File: src/rtl/mem_arbiter.sv
// Round-robin arbiter sharing one synchronous single-port RAM between two requesters.
// Latency: uncontended req at edge N -> ack in cycle N+2, rdata valid N+3.
// Backpressure: requesters hold req until ack; halt blocks new grants only.
module mem_arbiter #(
    parameter int ADDR_WIDTH = 8,
    parameter int DATA_WIDTH = 16
) (
    input  logic                  clock,
    input  logic                  resetn,
    input  logic                  halt,
    input  logic                  p0_req,
    input  logic                  p0_we,
    input  logic [ADDR_WIDTH-1:0] p0_addr,
    input  logic [DATA_WIDTH-1:0] p0_wdata,
    input  logic                  p1_req,
    input  logic                  p1_we,
    input  logic [ADDR_WIDTH-1:0] p1_addr,
    input  logic [DATA_WIDTH-1:0] p1_wdata,
    output logic                  p0_ack,
    output logic                  p1_ack,
    output logic [DATA_WIDTH-1:0] p0_rdata,
    output logic [DATA_WIDTH-1:0] p1_rdata,
    output logic [ADDR_WIDTH-1:0] ram_addr,
    output logic [DATA_WIDTH-1:0] ram_wdata,
    output logic                  ram_we,
    input  logic [DATA_WIDTH-1:0] ram_rdata,
    output logic                  busy,
    output logic                  grant
);

    typedef enum logic [1:0] {IDLE, GRANT, DONE} state_t;

    state_t state, state_nxt;
    logic   last_winner;
    logic   win_nxt;
    logic   start;
    logic   cur_we;

    always_comb begin
        state_nxt = state;
        start     = 1'b0;
        win_nxt   = grant;
        case (state)
            IDLE: begin
                if (!halt && (p0_req || p1_req)) begin
                    start     = 1'b1;
                    state_nxt = GRANT;
                    win_nxt   = (p0_req && p1_req) ? ~last_winner : p1_req;
                end
            end
            GRANT: state_nxt = DONE;
            DONE: begin
                // The port just acked still has req high; only the other one may chain.
                if (!halt && (grant ? p0_req : p1_req)) begin
                    start     = 1'b1;
                    state_nxt = GRANT;
                    win_nxt   = ~grant;
                end else begin
                    state_nxt = IDLE;
                end
            end
            default: state_nxt = IDLE;
        endcase
    end

    always_ff @(posedge clock) begin
        if (!resetn) begin
            state       <= IDLE;
            last_winner <= 1'b1;
            grant       <= 1'b0;
            ram_addr    <= '0;
            ram_wdata   <= '0;
            ram_we      <= 1'b0;
            cur_we      <= 1'b0;
            p0_rdata    <= '0;
            p1_rdata    <= '0;
        end else begin
            state <= state_nxt;
            if (state == DONE && !cur_we) begin
                if (grant) p1_rdata <= ram_rdata;
                else       p0_rdata <= ram_rdata;
            end
            if (start) begin
                grant       <= win_nxt;
                last_winner <= win_nxt;
                ram_addr    <= win_nxt ? p1_addr  : p0_addr;
                ram_wdata   <= win_nxt ? p1_wdata : p0_wdata;
                ram_we      <= win_nxt ? p1_we    : p0_we;
                cur_we      <= win_nxt ? p1_we    : p0_we;
            end else begin
                ram_we <= 1'b0;
            end
        end
    end

    assign p0_ack = (state == DONE) && !grant;
    assign p1_ack = (state == DONE) &&  grant;
    assign busy   = (state != IDLE);

endmodule

File: config.mk
export PLATFORM = sky130hd
export DESIGN_NAME = mem_arbiter
export DESIGN_NICKNAME = d
export VERILOG_FILES = /design/src/rtl/mem_arbiter.sv
export SDC_FILE = /design/constraint.sdc
export NUM_CORES = 1
export LEC_CHECK = 0
export CAP_MARGIN = 0
export CELL_PAD_IN_SITES_DETAIL_PLACEMENT = 1
export CELL_PAD_IN_SITES_GLOBAL_PLACEMENT = 1
export CORE_MARGIN = 5
export CORE_UTILIZATION = 41
export CTS_CLUSTER_SIZE = 40
export DETAILED_ROUTE_END_ITERATION = 8
export DONT_BUFFER_PORTS = 1
export PLACE_DENSITY = 0.79
export SLEW_MARGIN = 40
export SYNTH_ARGS = -nofsm -noshare
export SYNTH_HDL_FRONTEND = slang
export SYNTH_SLANG_ARGS = --single-unit
File: constraint.sdc
create_clock -name clock -period 2.4 [get_ports clock]
set_input_delay 0.12 -clock clock [delete_from_list [all_inputs] [get_ports clock]]
set_output_delay 0.12 -clock clock [all_outputs]
set_load 0.02 [all_outputs]
==> results.json, run 1 <==
{
  "timing.fmax_mhz": 484,
  "place_ws_ps": 240,
  "synth_area_um2": 2380,
  "grt_first_pass_wirelength_um": 11400,
  "fin_crit_ps": 2070,
  "area_growth_pct": 28.4,
  "dp_hpwl_um": 4580,
  "tightest_slew_ps": 680,
  "cp_slowest_stage_delay_ps": 630,
  "clockRootBuffer": "clkbuf_8",
  "fp.dieW_um": 86.1,
  "relSlewSlack": 0.547,
  "multi_input_area_um2": 1050,
  "synth_cells": 256,
  "fp.dieArea_um2": 7420,
  "ir_drop_uv": 308,
  "power_density_nw_per_um2": 740,
  "layout-drive-gt1-share": 0.0933,
  "critPathRequiredTime_ps": 2660,
  "fp-row-count": 27,
  "worstHoldPathCells": 2,
  "start_util": 0.426,
  "yosysSeqAreaShare": 0.522,
  "drc_errors": 0,
  "crit_chain": "mux2i_1, a2111oi_2, nand2_1, clkinvlp_4, and3_1, a221o_1",
  "grt_max_degree": 36,
  "totalWireLength_um": 7310,
  "start_kind": "flip-flop",
  "cts_sinks": 62,
  "hold_start": "p1_we",
  "clk_latency_ps": 330,
  "num_io_pins": 132,
  "port_buffers": 0,
  "startpoint": "grant",
  "setup_ws_ps": 334,
  "rsz0062_at_grt": "no",
  "setup_viol": 0,
  "grt_overflow_total": 0,
  "n_antenna_cell": 0,
  "reg2reg_from": "grant",
  "synth.avg_cell_area_um2": 9.28,
  "clk_pin_slew_ps": 60,
  "worst_hold_path_type": "input port to flip-flop",
  "dp_cells": 315,
  "vias": 2065,
  "crit_arrival_ps": 2330,
  "final_common_cell": "nand2_1",
  "crit_type": "flip-flop to flip-flop",
  "hold_viol": 0,
  "register_area_um2": 1240,
  "ant_nets": 0,
  "nNetsFinal": 366,
  "syn-num-nets": 327,
  "cts_made_buffers": 9,
  "place.gp.congestion": 0.754,
  "finClkSkew_ps": 6.60,
  "dr.pass1.iters": 6,
  "yosys_warnings": 0,
  "avgViaCountPerCell": 5.55,
  "core_um2": 5570,
  "end_kind": "flip-flop",
  "cts_tree": "built",
  "fin_setup_tns_ps": 0,
  "antenna_found_initial": 0,
  "die_y_um": 86.1,
  "synth-seq-cells": 62,
  "dr.first_iter.drc_count": 43,
  "maxCapViolCount": 0,
  "nFillCells": 618,
  "r2r_cells": 6,
  "synth_cell_types": 24,
  "cp_max_fo": 26,
  "grt_pass1_vias": 2270,
  "htreeDepth": 3,
  "final_cell_mix": "nand2_1, dfxtp_1, dlygate4sd3_1",
  "cpMaxStageDelayCell": "a2111oi_2",
  "drv_slew": 0,
  "wire_per_inst_um": 19.6,
  "clockBufferDepth": 2,
  "grt_use_total": 0.198,
  "outcome": "completed",
  "p_leak_nw": 1.23,
  "fin_cells": 372,
  "finalCritPeriodShare": 0.861
}
==> power breakdown <==
part / internal, mW / leakage (nW) / total [mW] / switching, mW
Combinational: 0.104 / 0.618 / 0.193 / 0.0889
Clock: 0.531 / 0.106 / 0.906 / 0.375
Sequential: 1.08 / 0.504 / 1.16 / 0.0846
==> state kept, by name (all words and copies together), names as in the netlist, 2 cells and up <==
name,cells
state,2
p1_rdata,16
ram_wdata,16
p0_rdata,16
ram_addr,8
==> stage by stage <==
stage | power (mW) | hold WS [ps] | utilization | area [µm²]
2_1_floorplan | 1.28 | 255 | - | 2380
3_3_place_gp | 1.30 | 251 | 0.437 | 2440
3_5_place_dp | 1.31 | 255 | 0.438 | 2440
4_1_cts | 2.28 | 6.47 | 0.548 | 3050
5_1_grt | 2.36 | 26.5 | 0.547 | 3050
6_report | 2.26 | 17.3 | 0.547 | 3050
==> per-layer routing <==
| metal | vias up | global-route usage | part of all wire |
|---|---|---|---|
| met4 | 0 | 0.0878 | 0.012 |
| met1 | 968 | 0.193 | 0.36 |
| met5 | - | 0 | 0 |
| met3 | 8 | 0.0941 | 0.12 |
| li1 | 976 | - | - |
| met2 | 113 | 0.355 | 0.51 |
==> kinds of logic (layout without fill, tap and decap cells) <==
family,after synthesis,count (layout),share of synthesized area
buf+inv,22,66,0.0369
simple gates,107,107,0.207
compound gates,63,63,0.225
mux,2,2,0.00843
flops,62,62,0.522
==> area by class of cell <==
| type | instances | share of cell area |
|---|---|---|
| inverters | 3 | 0.00492 |
| clock inverters | 4 | 0.0148 |
| clock buffers | 12 | 0.0508 |
| well taps | 72 | 0.0295 |
| repair buffers | 47 | 0.148 |
| flip-flops and latches | 62 | 0.407 |
| multi-input cells | 172 | 0.346 |
==> worst paths after layout <==
check,to,slack [ps]
min reg2reg,last_winner,470
max,ram_wdata[8],330
max reg2reg,ram_wdata[8],330
min,ram_we,20
==> cells in the mapped netlist <==
master     number  share of area
dfxtp_1        62           0.52
nand2b_1        1         0.0026
inv_1           3         0.0047
nor2_1          5         0.0079
nand3b_1        1         0.0032
clkbuf_1       15          0.024
a21o_1          1         0.0032
a221o_1        24           0.10
and3_1         24          0.063
and2_1          1         0.0026
nor2b_1         4          0.011
nand2_1        67           0.11
or2_2           2         0.0053
o21ai_0         2         0.0042
mux2i_1         2         0.0084
a222oi_1        1         0.0042
a21oi_1         1         0.0021
a22oi_1         1         0.0032
nor3b_1         1         0.0032
a21boi_1        4          0.013
nor2_2          1         0.0026
a2111oi_2       1         0.0063
buf_2           4         0.0084
a21boi_0       28          0.088
==> timing repair <==
| item | 4_1_cts | 5_1_grt |
|---|---|---|
| resized for setup | 0 | 1 |
| buffers inserted | 0 | 0 |
| hold buffers | 41 | 0 |
| endpoints found under the hold margin | 59 | 0 |
| endpoints found under the setup margin | 0 | 15 |
==> worst max-delay path: cells and delay by family, from the launching register on <==
family,cells,cell delay (ps)
flops,1,320
simple gates,2,480
buf+inv,1,330
compound gates,2,740
mux,1,130
No activity file was read; power rests on OpenSTA's default activity.
==> inputs of run 2 (changes only) <==
--- a/config.mk
+++ b/config.mk
@@ -9,11 +9,11 @@
 export CELL_PAD_IN_SITES_DETAIL_PLACEMENT = 1
 export CELL_PAD_IN_SITES_GLOBAL_PLACEMENT = 1
 export CORE_MARGIN = 5
-export CORE_UTILIZATION = 41
+export CORE_UTILIZATION = 43
 export CTS_CLUSTER_SIZE = 40
 export DETAILED_ROUTE_END_ITERATION = 8
 export DONT_BUFFER_PORTS = 1
-export PLACE_DENSITY = 0.79
+export PLACE_DENSITY = 0.82
 export SLEW_MARGIN = 40
 export SYNTH_ARGS = -nofsm -noshare
 export SYNTH_HDL_FRONTEND = slang
==> run 2 against run 1 <==
Non-clock buffer count increased by 8; setup slack got worse by 180 ps; via count increased by 2.9%; fmax decreased by 8.0%; global-route usage increased by 2.3 points; combinational power increased by 6%; count of clock-buffer cells in the layout increased by 1; highest routed layer unchanged; register-to-register slack got worse by 180 ps; design area increased by 3.0%; critical path type unchanged; clock power increased by 2%; critical path depth increased by 2; first-iteration DRC count increased by 79%.
==> results.json, run 2 (synthesized netlist as in run 1, its figures left out) <==
{
  "dr.pass1.iters": 4,
  "htreeDepth": 3,
  "startpoint": "grant",
  "ir_drop_uv": 504,
  "cp_max_fo": 16,
  "dp_hpwl_um": 4500,
  "drc_errors": 0,
  "power_density_nw_per_um2": 729,
  "tightest_slew_ps": 638,
  "r2r_cells": 8,
  "outcome": "completed",
  "clk_latency_ps": 330,
  "cpLargestDelayFamily": "buffers and inverters",
  "register_area_um2": 1240,
  "core_um2": 5440,
  "clockBufferDepth": 2,
  "nFillCells": 599,
  "multi_input_area_um2": 1060,
  "fp.dieW_um": 84.3,
  "cts_sinks": 62,
  "grt_pass1_vias": 2393,
  "fp.dieArea_um2": 7110,
  "cpMaxStageDelayCell": "dlygate4sd3_1",
  "layout-drive-gt1-share": 0.0909,
  "setup_ws_ps": 155,
  "finClkSkew_ps": 10.6,
  "grt_first_pass_wirelength_um": 12500,
  "drv_slew": 0,
  "timing.fmax_mhz": 445,
  "fin_setup_tns_ps": 0,
  "wl_met1_um": 3030,
  "crit_buf_inv": 4,
  "cts_tree": "built",
  "finalCritPeriodShare": 0.935,
  "wl_met2_um": 3920,
  "hold_start": "p0_wdata[0]",
  "cp_slowest_stage_delay_ps": 570,
  "final_common_cell": "nand2_1",
  "dr.first_iter.drc_count": 77,
  "crit_chain": "buf_4, nor3b_1, buf_4, nor2b_1, buf_4, nand2_1, a21boi_1, dlygate4sd3_1",
  "clk_pin_slew_ps": 70,
  "whs_ps": 37.8,
  "top_layer_used": "met4",
  "antenna_found_initial": 0,
  "reg2reg_from": "grant",
  "worstReg2RegEnd": "p0_rdata[9]",
  "relSlewSlack": 0.574,
  "worstHoldPathCells": 2,
  "p_leak_nw": 1.28,
  "wl_met3_um": 711,
  "start_util": 0.437,
  "crit_type": "flip-flop to flip-flop",
  "holdPathEnd": "ram_wdata[0]",
  "vias": 2125,
  "largestRegisters": "p0_rdata (16), p1_rdata (16), ram_wdata (16)",
  "totalWireLength_um": 7790,
  "die_y_um": 84.3,
  "critPathRequiredTime_ps": 2670,
  "area_growth_pct": 32.2,
  "start_kind": "flip-flop",
  "rsz0062_at_grt": "no",
  "end_kind": "flip-flop",
  "grt_use_total": 0.221,
  "ant_nets": 0,
  "clockRootBuffer": "clkbuf_8",
  "place.gp.congestion": 0.766,
  "hold_viol": 0,
  "worst_hold_path_type": "input port to flip-flop",
  "cpMostUsedCell": "buf_4",
  "final_cell_mix": "nand2_1, dfxtp_1, dlygate4sd3_1",
  "avgViaCountPerCell": 5.59,
  "wire_per_inst_um": 20.5,
  "nNetsFinal": 374,
  "port_buffers": 0,
  "grt_overflow_total": 0,
  "ff2ff_setup_slack_ps": 160,
  "place_ws_ps": 428,
  "maxCapViolCount": 0,
  "num_io_pins": 132,
  "grt_max_degree": 32,
  "fin_crit_ps": 2240,
  "crit_arrival_ps": 2520,
  "fp-row-count": 27,
  "n_antenna_cell": 0,
  "cts_made_buffers": 9,
  "setup_viol": 0
}
[run 2: cell types whose count changed in the layout (fill, tap and decap cells not counted)]
cell	change
buf_12	+1
clkbuf_1	+1
clkinv_2	-2
dlygate4sd3_1	+7
inv_1	+1
nand2b_1	-1
nand2b_2	+1
[run 2: layout make-up]
| cell class | count | share of cell area |
|---|---|---|
| clock buffer | 13 | 0.0506 |
| clock inverter | 3 | 0.0135 |
| inverter | 3 | 0.00358 |
| multi-input combinational | 172 | 0.337 |
| sequential | 62 | 0.395 |
| tap | 72 | 0.0287 |
| timing repair buffer | 55 | 0.172 |
[run 2: metrics by stage]
stage          utilization  instance area (µm²)  std cells  power (mW)
6_report             0.578                 3140        380        2.29
5_1_grt              0.578                 3140        380        2.38
4_1_cts              0.578                 3140        380        2.30
3_5_place_dp         0.453                 2460        316        1.31
3_3_place_gp         0.452                 2460        316        1.30
2_1_floorplan            -                 2380        256        1.28
[run 2: how the worst max path moves through the flow]
stage,to,slack (ps),cells past startpoint
after floorplan,ram_addr[0],220,5
after global placement,cur_we,420,6
after detailed placement,ram_addr[6],430,7
after CTS,p0_rdata[11],50,7
after global routing,p0_rdata[9],8,8
final,p0_rdata[9],160,8
[run 2: worst register-to-register path, cell delays in order (launching register included)]
cell,delay (ps)
dfxtp_1,320
buf_4,170
nor3b_1,310
buf_4,230
nor2b_1,140
buf_4,230
nand2_1,80
a21boi_1,140
dlygate4sd3_1,570
[run 2: where the power goes]
| group | total, mW | switching, mW | internal (mW) |
|---|---|---|---|
| combinational | 0.204 | 0.0925 | 0.112 |
| sequential | 1.16 | 0.0870 | 1.07 |
| clock | 0.923 | 0.387 | 0.536 |
| total | 2.29 | 0.567 | 1.72 |
[run 2: what timing repair did]
action / in CTS / in global routing
resized for setup: 0 / 1
hold buffers: 48 / 0
setup buffers: 0 / 0
setup endpoints to repair: 0 / 4
endpoints found under the hold margin: 59 / 0
[run 2: per-layer routing]
layer | GRT usage | vias to the layer above
li1 | - | 996
met1 | 0.237 | 1009
met2 | 0.397 | 105
met3 | 0.0795 | 15
met4 | 0.0849 | 0
met5 | 0 | -
